<file path="src/rtl/uart_tx_fifo.sv">
// Buffered UART transmitter: write FIFO feeding a serialiser with configurable
// data width, parity, stop bits and inter-frame idle gap.
module uart_tx_fifo #(
    parameter int CLKS_PER_BIT = 1736,
    parameter int DATA_BITS    = 8,
    parameter int PARITY       = 0,
    parameter int STOP_BITS    = 1,
    parameter int GAP_BITS     = 0,
    parameter int FIFO_DEPTH   = 16
) (
    input  logic                          CLK100MHZ,
    input  logic                          RESET_N,
    input  logic [DATA_BITS-1:0]          wr_data,
    input  logic                          wr_en,
    input  logic                          clear_overflow,
    output logic                          full,
    output logic                          empty,
    output logic [$clog2(FIFO_DEPTH):0]   fifo_count,
    output logic                          busy,
    output logic                          overflow,
    output logic                          frame_done,
    output logic                          Uart_TXD
);
    localparam int AW    = $clog2(FIFO_DEPTH);
    localparam int CW    = AW + 1;
    localparam int BAW   = (CLKS_PER_BIT > 1) ? $clog2(CLKS_PER_BIT) : 1;
    localparam int MAXB  = (DATA_BITS > STOP_BITS)
                         ? ((DATA_BITS > GAP_BITS) ? DATA_BITS : GAP_BITS)
                         : ((STOP_BITS > GAP_BITS) ? STOP_BITS : GAP_BITS);
    localparam int BW    = $clog2(MAXB + 1);
    localparam int GAP_N = (GAP_BITS > 0) ? GAP_BITS : 1;

    localparam logic [BAW-1:0] BAUD_LAST = BAW'(CLKS_PER_BIT - 1);
    localparam logic [BW-1:0]  DATA_LAST = BW'(DATA_BITS - 1);
    localparam logic [BW-1:0]  STOP_LAST = BW'(STOP_BITS - 1);
    localparam logic [BW-1:0]  GAP_LAST  = BW'(GAP_N - 1);

    typedef enum logic [2:0] {S_IDLE, S_START, S_DATA, S_PARITY, S_STOP, S_GAP} state_t;

    state_t                 state, state_nxt;
    logic [BAW-1:0]         baud_cnt;
    logic [BW-1:0]          bit_cnt;
    logic [DATA_BITS-1:0]   shreg;
    logic                   par_bit;
    logic                   bit_end, end_frame, txd_nxt;

    logic [DATA_BITS-1:0]   mem [FIFO_DEPTH];
    logic [AW-1:0]          wr_ptr, rd_ptr;
    logic                   push, pop;
    logic [CW-1:0]          count_nxt;

    // full is the registered flag, so a write while full is dropped even if a pop lands that cycle
    assign push      = wr_en & ~full;
    // the head is popped in the first cycle of START, when the baud counter has just cleared
    assign pop       = (state == S_START) && (baud_cnt == '0);
    assign count_nxt = fifo_count + CW'(push) - CW'(pop);
    assign bit_end   = (baud_cnt == BAUD_LAST);

    always_ff @(posedge CLK100MHZ) begin
        if (push) mem[wr_ptr] <= wr_data;
    end

    always_ff @(posedge CLK100MHZ or negedge RESET_N) begin
        if (!RESET_N) begin
            wr_ptr     <= '0;
            rd_ptr     <= '0;
            fifo_count <= '0;
            full       <= 1'b0;
            empty      <= 1'b1;
            overflow   <= 1'b0;
        end else begin
            if (push) wr_ptr <= wr_ptr + AW'(1);
            if (pop)  rd_ptr <= rd_ptr + AW'(1);
            fifo_count <= count_nxt;
            full       <= (count_nxt == CW'(FIFO_DEPTH));
            empty      <= (count_nxt == '0);
            if (wr_en && full)       overflow <= 1'b1;
            else if (clear_overflow) overflow <= 1'b0;
        end
    end

    always_comb begin
        state_nxt = state;
        end_frame = 1'b0;
        case (state)
            S_IDLE:   if (!empty) state_nxt = S_START;
            S_START:  if (bit_end) state_nxt = S_DATA;
            S_DATA:   if (bit_end && bit_cnt == DATA_LAST)
                          state_nxt = (PARITY != 0) ? S_PARITY : S_STOP;
            S_PARITY: if (bit_end) state_nxt = S_STOP;
            S_STOP:   if (bit_end && bit_cnt == STOP_LAST) begin
                          if (GAP_BITS != 0) state_nxt = S_GAP;
                          else               end_frame = 1'b1;
                      end
            S_GAP:    if (bit_end && bit_cnt == GAP_LAST) end_frame = 1'b1;
            default:  state_nxt = S_IDLE;
        endcase
        // chain straight into the next frame when more data is queued
        if (end_frame) state_nxt = empty ? S_IDLE : S_START;
    end

    always_comb begin
        txd_nxt = 1'b1;
        case (state)
            S_START:  txd_nxt = 1'b0;
            S_DATA:   txd_nxt = shreg[0];
            S_PARITY: txd_nxt = par_bit;
            default:  txd_nxt = 1'b1;
        endcase
    end

    // line, busy and frame_done all lag the state by one cycle, so they stay mutually aligned
    always_ff @(posedge CLK100MHZ or negedge RESET_N) begin
        if (!RESET_N) begin
            state      <= S_IDLE;
            baud_cnt   <= '0;
            bit_cnt    <= '0;
            shreg      <= '0;
            par_bit    <= 1'b0;
            Uart_TXD   <= 1'b1;
            busy       <= 1'b0;
            frame_done <= 1'b0;
        end else begin
            state <= state_nxt;
            if (state_nxt != state || state == S_IDLE) begin
                baud_cnt <= '0;
                bit_cnt  <= '0;
            end else if (bit_end) begin
                baud_cnt <= '0;
                bit_cnt  <= bit_cnt + BW'(1);
            end else begin
                baud_cnt <= baud_cnt + BAW'(1);
            end
            if (pop) begin
                shreg   <= mem[rd_ptr];
                par_bit <= (^mem[rd_ptr]) ^ (PARITY == 1);
            end else if (state == S_DATA && bit_end) begin
                shreg   <= shreg >> 1;
            end
            Uart_TXD   <= txd_nxt;
            busy       <= (state != S_IDLE);
            frame_done <= end_frame;
        end
    end
endmodule
</file>
<file path="config.mk">
export PLATFORM = sky130hd
export DESIGN_NAME = uart_tx_fifo
export DESIGN_NICKNAME = d
export VERILOG_FILES = /design/src/rtl/uart_tx_fifo.sv
export SDC_FILE = /design/constraint.sdc
export NUM_CORES = 1
export LEC_CHECK = 0
export ABC_AREA = 1
export BUFFER_PORTS_ARGS = -buffer_cell sky130_fd_sc_hd__buf_2
export CORE_AREA = 10 10 148 150
export DETAILED_ROUTE_END_ITERATION = 10
export DIE_AREA = 0 0 158 160
export GPL_TIMING_DRIVEN = 0
export HOLD_SLACK_MARGIN = 0.15
export PLACE_DENSITY = 0.62
export SLEW_MARGIN = 10
export SYNTH_ARGS = -nofsm -noshare
export SYNTH_HDL_FRONTEND = slang
export SYNTH_SLANG_ARGS = --single-unit
</file>
<file path="constraint.sdc">
create_clock -name CLK100MHZ -period 2.8 [get_ports CLK100MHZ]
set_input_delay 0.28 -clock CLK100MHZ [delete_from_list [all_inputs] [get_ports CLK100MHZ]]
set_output_delay 0.28 -clock CLK100MHZ [all_outputs]
set_load 0.03 [all_outputs]
</file>
# [Word-level counts from Yosys, hierarchy flattened]
# Memory sizes are Yosys's and may differ from the RTL's.
# Index checks and enable logic that the tools add are counted.
[word_totals] register_bits=46 mem_bits_rw=128 in_bits=12 output_inout_bits=11 mem_count=1
[mem_list] memory="mem" depth=16 word_bits=8 rd=1 rd_ports_with_merged_regs=0 wr=1 line_no="47" rtl="logic [DATA_BITS-1:0] mem [FIFO_DEPTH];"
[op_classes] n_addsub=6 n_eq_ne=9 mux=20 bitwise=2 reduce_logical=16
[ops] cell="$mux 11" count=2
[ops] cell="$mux 8" count=2
[ops] cell="$mux 3" count=5
[ops] cell="$pmux 3 s5" count=1
[ops] cell="$add 4x1->4 const B" count=3
[ops] cell="$add 11x1->11 const B" count=1
[ops] cell="$eq 11x11->1 const B" count=1
[ops] cell="$logic_not 11->1" count=1
[ops] cell="$mux 4" count=2
[ops] cell="$reduce_xor 8->1" count=1
[ops] cell="$mux 1" count=7
[ops] cell="$eq 3x2->1 const B" count=2
[ops] cell="$eq 3x3->1 const B" count=2
[ops] cell="$reduce_bool 2->1" count=3
[ops] cell="$add 5x1->5" count=1
[ops] cell="$eq 5x5->1 const B" count=1
[ops] cell="$logic_and 1x1->1" count=5
[ops] cell="$logic_not 5->1" count=1
[ops] cell="$sub 5x1->5" count=1
[ops] cell="$eq 4x3->1 const B" count=1
[ops] cell="$logic_not 4->1" count=1
[ops] cell="$eq 3x1->1 const B" count=1
[ops] cell="$logic_not 3->1" count=1
[ops] cell="$ne 3x3->1" count=1
[ops] cell="other kinds (6)" count=6

# [Longest topological paths before layout]
[logic_depth] word_depth=8 depth_mapped=17 depth_no_buf=15

# [Worst setup path before layout]
# OpenSTA, ideal clock, no wires.
[synth_path] kind="register -> register" from="register baud_cnt[0]" to="register empty" arrival_ns=2.789 setup_slack_ns=-0.057 stages_incl_launch_ff=15 cell_sequence="dfrtp_1 inv_1 ha_1 inv_1 nor4_1 nand3_1 inv_1 ha_1 inv_1 ha_1 inv_1 fa_1 inv_1 or4_1 nor2_1"
[synth_via] elab_chain_cells=4
[synth_rtl] item="start, declared" line_no="41" rtl="logic [BAW-1:0] baud_cnt;"
[synth_rtl] item="start signal, assigned" line_no="132" rtl="baud_cnt <= baud_cnt + BAW'(1);"
[synth_rtl] item="$logic_not 11->1" line_no="55" rtl="assign pop = (state == S_START) && (baud_cnt == '0);"
[synth_rtl] item="$logic_and 1x1->1" line_no="55"
[synth_rtl] item="$sub 5x1->5" line_no="56" rtl="assign count_nxt = fifo_count + CW'(push) - CW'(pop);"
[synth_rtl] item="via count_nxt[1]" line_no="50" rtl="logic [CW-1:0] count_nxt;"
[synth_rtl] item="$logic_not 5->1" line_no="76" rtl="empty <= (count_nxt == '0);"
[synth_rtl] item="end signal, assigned" line_no="76"
[synth_rtl] item="end, declared" line_no="17" rtl="output logic empty,"
# The timed path passes the listed nets, and every way through them passes these cells.
# A chain may end at the register's enable or synchronous reset.

# [Final worst setup path]
[layout_path] from="register baud_cnt[7]" to="register full"
[layout_via] elab_chain_cells=4
[layout_rtl] item="$logic_not 11->1" line_no="55"
[layout_rtl] item="$logic_and 1x1->1" line_no="55"
[layout_rtl] item="$sub 5x1->5" line_no="56"
[layout_rtl] item="via count_nxt[1]" line_no="50"
[layout_rtl] item="$eq 5x5->1" line_no="75" rtl="full <= (count_nxt == CW'(FIFO_DEPTH));"
[layout_rtl] item="end signal, assigned" line_no="75"
[layout_rtl] item="end, declared" line_no="16" rtl="output logic full,"
# The timed path passes the listed nets, and every way through them passes these cells.

==> summary.md <==
| Metric | Value |
|---|---|
| # Max-Cap Violations | 0 |
| NetSw | a little under 2 mW |
| CTS clk-pin slew, worst paths | roughly 0.070 ns |
| CTS Sinks | around 170 |
| CP Max Fanout | 5 |
| H-Tree Depth | 4 |
| CTS tree | yes |
| Synth Instances | 821 |
| Area fraction of the dominant cell type after synthesis | 0.480 |
| Row count | 51 |
| Dpl cells | 1,081 |
| Worst Tran Pin Value | approximately 1.1 ns |
| Synthesized flop and latch total | about 170 |
| Net total in the final layout | about 910 |
| Vias in the first global route | 5,396 |
| Root buffer selected by CTS | clkbuf_16 |
| Die Span X | 158 um |
| Yosys warnings | 0 |
| Number of top-level pins | 23 |
| Die ar. | ~25,000 um2 |
| Status | complete, but fails checks |
| Gate power share | 0.168 |
| Initial antenna violation count | 0 |
| Layout cells sized above 1 | 0.139 |
| CP Capture Type | flop |
| First-pass DRT Iterations | 5 |
| Routed vias/inst | 4.98 |
| Most used cell, CP | inv_2 |
| Worst vdd rail ir drop | 386 uV |
| Shortest period the worst path allows | 2.85 ns |
| Switching share of total power | 0.292 |
| Routed via count | approximately 5,600 |
| Top-count cell post-synth | nand2_1 |
| Setup violations, final | 2 |
| Cell Pwr Density | about 720 nW/um2 |
| Post-synth EDFFs | about 130 |
| GRT Overall Usage | 0.152 |
| Worst Path Buf+Inv | 5 |
| DR WL/cell | between 15 and 20 um |
| Sequential cell fraction of total power | 0.484 |
| DRT antenna net count | 0 |
| P&R area growth vs syn | 15.0% |
| Worst setup SP type | flop |
| Starting DRT DRC Count | around 560 |
| Final Hold Viols | 0 |
| Required time worst endpoint | around 3.2 ns |
| Crit path DAT | about 3.2 ns |
| Clock skew | approximately 0.012 ns |
| Synth cell count leaders | nand2_1 (270), edfxtp_1 (128), nor2_1 (93) |
| Final Max Tran Viols | 0 |
| Final WS setup | -0.0534 ns |
| # diodes | 0 |
| Clock Latency Late Sink | 0.43 ns |
| FMAX | about 0.35 GHz |
| Final cell count without fillers | roughly 1,100 |
| Sequential share of the synthesized area | 0.625 |
| Worst-path cell chain | inv_1, nand4_1, nor4_2, nand3_1, inv_2, ha_4, inv_4, ha_4, inv_2, fa_2, inv_2, or4_4, nor2_4 |
| First-pass GRT wire length | ~30 mm |
| Final hold slack | between 0.2 and 0.3 ns |
| Total CTS buffers | 17 |
| Top cell type by total area after synthesis | edfxtp_1 |
| Worst path top cell family by delay | simple AND/OR/NAND/NOR gates |
| Setup CP Type | flop to flop |
| Gpl congestion | 0.837 |
| Netlist Area Pre-Place | ~8000 um2 |
| Worst-case clock buffer depth | 2 |
| Gr ovfl total | 0 |
| Placed wire-length estimate | between 10 and 15 mm |
| Finished Core Util | 0.482 |
| Starting Density | 0.419 |
| Top FF cell, synth | edfxtp_1 |
| Post-route cell area | 9200 um2 |
| HP Class | primary input to flop |
| Clock power share | 0.348 |
| Average instance area after synthesis | slightly below 10 um2 |
| RSZ-0062 raised after global routing | yes |
| Cell internal pwr | ~4.7 mW |
| Total Wirelength | between 15 and 20 mm |
| Lkg Pwr | just under 4 nW |
| Synthesized Nets | roughly 850 |
| Chip height | 160 um |
| Failing checks | setup timing |
| Port buffer count | 22 |
| Total power | 6.60 mW |
| Core area | between 15,000 and 20,000 um2 |
| Async SR Flop Fraction | 0.264 |
| Fin crit share | 1.02 |
| Slowest CP cell | or4_4 |
| Placed Area | about 8400 um2 |
| Slowest cell delay on critical path | about 0.57 ns |
| Area contributors post-synth | edfxtp_1 (48%), dfrtp_1 (14%), nand2_1 (13%), nor2_1 (4.4%), inv_1 (3.7%) |
| Slew margin rel. | 0.284 |
| Largest net degree at the start of global routing | 47 |
| DRC Markers | 0 |
| Cell variety after synth | 37 |
[sequential cells by signal (all words and copies together), names as in the netlist]
register / flops
bit_cnt: 4
state: 3
wr_ptr: 4
full: 1
baud_cnt: 11
mem: 128
empty: 1
Uart_TXD: 1
frame_done: 1
overflow: 1
rd_ptr: 4
fifo_count: 5
par_bit: 1
busy: 1
shreg: 8
[cells in the final DEF, fill, tap and decap left out, types with 3 or more instances in the layout]
cell / count
inv_6: 5
nand3_1: 53
dfrtp_1: 42
buf_2: 31
nand2_2: 3
xor2_1: 10
clkbuf_1: 11
o221ai_1: 3
nor2_4: 14
clkbuf_16: 17
ha_4: 3
a21oi_1: 7
nor2_1: 90
nand4_1: 10
inv_1: 70
ha_1: 11
o21ai_0: 36
buf_4: 18
dlygate4sd3_1: 3
nand2_1: 270
nor3_1: 9
edfxtp_1: 128
inv_2: 10
clkinv_1: 8
[metrics by stage]
step	setup TNS, ns	setup slack (ns)
3_3_place_gp	-1.07	-0.451
3_5_place_dp	-1.05	-0.457
2_1_floorplan	0	0.0274
5_1_grt	-0.293	-0.147
4_1_cts	-0.160	-0.0816
6_report	-0.106	-0.0534
[power by group through the flow]
stage	Combinational, mW	Sequential [mW]	Clock (mW)
2_1_floorplan	0.543	3.34	0
3_3_place_gp	0.943	3.24	0
3_5_place_dp	0.963	3.24	0
4_1_cts	1.05	3.19	2.31
5_1_grt	1.25	3.22	2.42
6_report	1.11	3.19	2.30
[routing by layer]
layer | vias up | track usage | part of all wire
met2 | 127 | 0.242 | 0.49
met4 | 0 | 0.0451 | 0.016
met3 | 23 | 0.0314 | 0.047
met1 | 2693 | 0.202 | 0.45
met5 | - | 0 | 0
li1 | 2794 | - | -
[layout make-up]
class	count	area (um2)
inverter	86	325
fill	1723	9880
clock buffer	18	429
buffer	23	129
sequential	174	5000
timing repair buffer	41	260
tap	238	298
clock inverter	14	131
multi-input combinational	538	2630
[what timing repair did]
action | in CTS | in global routing
setup buffers | 7 | 9
endpoints found under the hold margin | 45 | 0
endpoints found under the setup margin | 3 | 3
resized for setup | 17 | 8
hold buffers | 3 | 0
pin swaps | 7 | 8
[worst paths after layout]
path	startpoint	endpoint	slack, ns	cells after the start
worst min register to register	shreg[6]	shreg[6]	0.47	2
max in group asynchronous	RESET_N	baud_cnt[6]	1.50	2
min in group asynchronous	RESET_N	baud_cnt[7]	0.58	2
worst max-delay path	baud_cnt[7]	full	-0.05	13
worst min-delay path	wr_data[2]	mem[8][2]	0.25	1
worst max register to register	baud_cnt[7]	full	-0.05	13
[cell families after synthesis]
| family | after synthesis | synth area share |
|---|---|---|
| AOI/OAI and AO/OA | 51 | 0.0346 |
| xor gates and xnor gates | 12 | 0.0131 |
| adders and majority gates | 15 | 0.0244 |
| buffers and inverters | 109 | 0.0565 |
| DFF | 174 | 0.625 |
| and+or+nand+nor | 460 | 0.247 |
Power figures use the tool's default switching activity.
